$ cat config.mk
export PLATFORM = sky130hd
export DESIGN_NAME = srl_fifo
export DESIGN_NICKNAME = d
export VERILOG_FILES = /design/src/rtl/srl_fifo.sv
export SDC_FILE = /design/constraint.sdc
export NUM_CORES = 1
export LEC_CHECK = 0
export CELL_PAD_IN_SITES_DETAIL_PLACEMENT = 0
export CELL_PAD_IN_SITES_GLOBAL_PLACEMENT = 1
export CORE_MARGIN = 5
export CORE_UTILIZATION = 50
export CTS_CLUSTER_SIZE = 10
export DETAILED_ROUTE_END_ITERATION = 16
export MAX_ROUTING_LAYER = met4
export PLACE_DENSITY_LB_ADDON = 0.1
export SYNTH_ARGS = -nofsm -noshare
export SYNTH_HDL_FRONTEND = slang
export SYNTH_SLANG_ARGS = --single-unit
$ cat constraint.sdc
create_clock -name clk -period 15.6 [get_ports clk]
set_input_delay 3.9 -clock clk [delete_from_list [all_inputs] [get_ports clk]]
set_output_delay 3.9 -clock clk [all_outputs]
set_load 0.02 [all_outputs]
$ cat src/rtl/srl_fifo.sv
// Synchronous FIFO whose storage is a single addressable shift chain, so it maps
// onto SRL primitives; only the occupancy counter is reset.
module srl_fifo #(
  parameter  int WIDTH = 8,
  parameter  int DEPTH = 16,
  localparam int CW    = $clog2(DEPTH + 1)
) (
  input  logic             clk,
  input  logic             rst,
  input  logic             in_valid,
  output logic             in_ready,
  input  logic [WIDTH-1:0] in_data,
  output logic             out_valid,
  input  logic             out_ready,
  output logic [WIDTH-1:0] out_data,
  output logic [CW-1:0]    count
);

  localparam int AW = (DEPTH > 1) ? $clog2(DEPTH) : 1;

  logic [WIDTH-1:0] srl [DEPTH];
  logic [CW-1:0]    count_reg;
  logic [CW-1:0]    count_next;
  logic [AW-1:0]    tap;
  logic             push;
  logic             pop;

  // Flags come only from the registered count, so no input reaches an output.
  assign in_ready  = (count_reg != CW'(DEPTH));
  assign out_valid = (count_reg != '0);
  assign push      = in_valid & in_ready;
  assign pop       = out_valid & out_ready;

  // The head sits at tap count-1; when empty the index wraps and out_data is unused.
  assign tap      = AW'(count_reg - CW'(1));
  assign out_data = srl[tap];
  assign count    = count_reg;

  // Shift chain: no reset and a single write path keep it SRL-friendly.
  always_ff @(posedge clk) begin
    if (push) begin
      srl[0] <= in_data;
    end
  end

  generate
    for (genvar gi = 1; gi < DEPTH; gi++) begin : g_chain
      always_ff @(posedge clk) begin
        if (push) begin
          srl[gi] <= srl[gi-1];
        end
      end
    end
  endgenerate

  always_comb begin
    count_next = count_reg;
    if (push && !pop) begin
      count_next = count_reg + CW'(1);
    end else if (pop && !push) begin
      count_next = count_reg - CW'(1);
    end
  end

  always_ff @(posedge clk) begin
    if (rst) begin
      count_reg <= '0;
    end else begin
      count_reg <= count_next;
    end
  end

endmodule

[Yosys cells after proc, flatten, opt, wreduce, memory -nomap -nowiden]
Memories as Yosys holds them, arrays and structs flattened.
Index checks and enable logic that the tools add are counted.
Storage, ports and cells
  memories kept: 1
  bits in latches: 0
  output and inout port bits: 15
  memory bits (writable): 128
  input port bits: 12
  bits in read-only memories: 0
  word-level logic and storage cells: 17
  register bits after elaboration: 5
Memory list
  srl: words 16, bits a word 8, rd ports 16, clocked after Yosys merged registers in 0, write ports 16, RTL line 21  | logic [WIDTH-1:0] srl [DEPTH];
Operators by class
  divide/modulo/power cells: 0
  bitwise logic cells: 2
  $lt $le $gt $ge: 0
  eq/ne operators: 1
  mux-type cells: 4
  reduce and logical (&&, ||, !) cells: 6
  shift-type cells: 0
  $mul: 0
  add/subtract/negate cells: 2
Operators with widths (number)
  $mux W5: 2
  $add A5 B1 Y5 const B: 1
  $ne A5 B5 Y1 const B: 1
  $reduce_bool A5 Y1: 1
  $sub A5 B1 Y5 const B: 1
  $and A1 B1 Y1: 2
  $logic_and A1 B1 Y1: 2
  $logic_not A1 Y1: 2
  $mux W1: 2
  $reduce_bool A2 Y1: 1

[Depth between registers and ports, before layout]
  word-level depth: 6
  gate-level depth with buffers: 13
  gate-level depth less buffers: 10

[Least setup slack after synthesis]
Ideal clock, no wire load.
  path type: in2reg
  start point: in in_valid
  end point: reg count_reg[2], in the netlist count[2]
  required time: 15.530 ns
  slack: 7.479 ns
  path buffers: 0
  data arrival time: 8.052 ns
  library setup time: 0.070 ns
  stages on the path: 4
  cell sequence: and2_1 ha_1 or3_1 a21oi_1
On the way
  word-level cells in the longest chain between the ends: 4
Ends and longest elaborated chain
  start, declared: RTL line 10  | input logic in_valid,
  $and A1 B1 Y1 *: RTL line 31  | assign push = in_valid & in_ready;
  $logic_not A1 Y1: RTL line 60  | end else if (pop && !push) begin
  $logic_and A1 B1 Y1: RTL line 60
  $reduce_bool A2 Y1 (no source line)
  end signal, assigned: RTL line 69  | count_reg <= count_next;
  end, declared: RTL line 22  | logic [CW-1:0] count_reg;
Mark *: on every way between the ends. The rest lies on a longest branch, timed or not.
A chain may end at the register's enable or synchronous reset.

[Worst setup path in the final report]
  start point: reg count_reg[1], in the netlist count[1]
  end point: out out_data[7]
On the way
  word-level cells in the longest chain between the ends: 2
Ends and longest elaborated chain
  $sub A5 B1 Y5
  $mem_v2 Z16 W8
  end, declared: RTL line 15  | output logic [WIDTH-1:0] out_data,
Every way passes these cells.

==> results.json <==
{
  "cp_max_fo": 15,
  "final_cell_mix": "edfxtp_1 (128), clkdlybuf4s50_1 (26), mux4_2 (20)",
  "worstMarginPinSlew_ns": 0.985,
  "cts-root-buf": "clkbuf_8",
  "yosysWarningCount": 0,
  "setup_viol_count_final": 0,
  "antenna_found_initial": 0,
  "start_util_pct": 51.2,
  "drt_pre_antenna_iters": 4,
  "dpl.cell_count": 397,
  "cts_hold_buf": 0,
  "rsz0062_at_grt": "false",
  "ys_async_sr_fraction_pct": 0,
  "synth_fp_nets": 257,
  "drtAntennaViolNets": 0,
  "grt_max_degree": 81,
  "fp.dieW_um": 113,
  "whs_path_depth": 0,
  "io_pins": 27,
  "post_cts_buffers": 0,
  "die_h_um": 113,
  "numPortBuffers": 26,
  "hold_path_class": "flop to flop",
  "syn_area_um2": 5270,
  "dp_slack_ns": 8.92,
  "synthCells": 242,
  "num_vias": 2394,
  "hpwl_mm": 4.70,
  "fin_tns_setup_ns": 0,
  "ys.flop_type": "edfxtp_1",
  "vdd_drop_max_mv": 0.146,
  "ctsLongestPathBuffers": 2,
  "r2r_cells": 6,
  "clk_pin_slew_worst_paths_ns": 0.06,
  "drive_gt1_share_pct": 19.8,
  "slew_headroom_pct": 34.4,
  "critPathCaptureType": "output pin",
  "synth_top_area_share_pct": 73.0,
  "finalClockSkew_ns": 0.00961,
  "path_class": "flop to output pin",
  "critPathRequiredTime_ns": 11.70,
  "drv_slew": 0,
  "layout.nets": 295,
  "hold_violations": 0,
  "ys_ff_latch": 133,
  "rows": 37,
  "cts_tree": "built",
  "vias_per_cell": 5.58,
  "htree_levels": 4,
  "cts_buffers": 17,
  "largest_reg_flops": 128,
  "leakagePower_nw": 2.13,
  "grt_pass1_wl_mm": 13.4,
  "max_freq_ghz": 0.140,
  "drt_iter0_markers": 202,
  "post-route-period-util_pct": 45.9,
  "grt_util_all_layers_pct": 14.8,
  "maxCapViolCount": 0,
  "synth_area_per_cell_um2": 21.8,
  "gp_congestion": 0.786,
  "grt_overflow_total": 0,
  "drc": 0,
  "routed_wl_mm": 8.30,
  "clock_sinks": 133,
  "areaGrowthSynthToFinish_pct": 19.6,
  "power_density_nw_per_um2": 220,
  "stdcell_count": 429,
  "core_area_um2": 10300,
  "final_common_cell": "edfxtp_1",
  "cts_resized": 0,
  "synth_seq_area_share_pct": 74.9,
  "grt_pass1_vias": 2447,
  "cp.arrival_ns": 3.27,
  "status": "finished clean",
  "clk_latency_ns": 0.52,
  "diodes": 0,
  "worst_slack_ns": 8.43,
  "finalCriticalPeriod_ns": 7.17,
  "synth.area.top_cells": "edfxtp_1 (73%), mux4_2 (8.6%), mux4_1 (6.0%)",
  "synth_edf_count": 128,
  "worstSetupStartpointType": "flop",
  "wl_per_cell_um": 19.3,
  "synthDominantAreaCellType": "edfxtp_1",
  "yosysUniqueCellTypes": 30,
  "fp.dieArea_um2": 12700
}
routing by layer:
metal	track usage, %	part of all wire [%]	up-vias
met5	-	0	-
met1	21.0	51	1245
met4	7.21	1.5	0
met2	18.7	43	42
li1	-	-	1095
met3	5.55	4.4	12
critical path: stages (launching register included):
cell	delay [ns]
dfxtp_1	0.42
inv_1	0.07
ha_1	0.57
buf_4	0.35
mux4_1	0.30
nor2b_1	0.14
a211oi_1	0.26
a21oi_1	0.08
clkdlybuf4s50_1	0.54
synthesized netlist by cell type (all sizes together) (2+ instances only):
| library cell | count |
|---|---|
| edfxtp | 128 |
| mux4 | 32 |
| a21oi | 12 |
| buf | 10 |
| mux2i | 9 |
| a211oi | 8 |
| nor2b | 8 |
| dfxtp | 5 |
| nor2 | 5 |
| ha | 3 |
| xnor2 | 3 |
| xor2 | 3 |
| clkbuf | 2 |
| inv | 2 |
| nand2 | 2 |
| nand4 | 2 |
final timing paths:
| path | startpoint | end | slack [ns] |
|---|---|---|---|
| setup reg to reg | count[1] | srl[11][1] | 12.72 |
| setup / recovery | count[1] | out_data[7] | 8.43 |
| hold reg to reg | srl[6][1] | srl[7][1] | 0.43 |
| hold / removal | srl[6][1] | srl[7][1] | 0.43 |
metrics by stage:
step           hold WS (ns)  area, um^2  utilization (%)  total power [W]
2_1_floorplan         0.417        5270                -         0.000816
3_5_place_dp          0.427        5650             54.9         0.000956
3_3_place_gp          0.420        5650             54.9         0.000953
6_report              0.433        6300             61.3          0.00138
5_1_grt               0.448        6300             61.3          0.00145
4_1_cts               0.436        6300             61.3          0.00140
layout make-up:
cell class | instances | area, um^2
timing repair buffer | 31 | 298
fill | 761 | 3980
sequential | 133 | 3950
multi-input combinational | 95 | 1230
inverter | 2 | 7.51
clock buffer | 19 | 422
tap | 136 | 170
clock inverter | 13 | 229
cells by family after synthesis:
family                   Yosys count  synth area share (%)
AND/OR/NAND/NOR                   24                  2.69
AO/OA/AOI/OAI                     21                  2.45
XOR/XNOR                           6                  1.14
buffers and inverters             14                  1.85
flip-flops                       133                  74.9
multiplexers                      41                  16.3
adder cells (fa/ha/maj)            3                 0.713
where the power goes:
part	internal (W)	switching, W	total (W)
combinational	0.000210	0.000222	0.000432
clock	0.000292	0.000145	0.000437
sequential	0.000479	0.0000339	0.000513
Note: power is estimated with default switching activity, not from simulation.
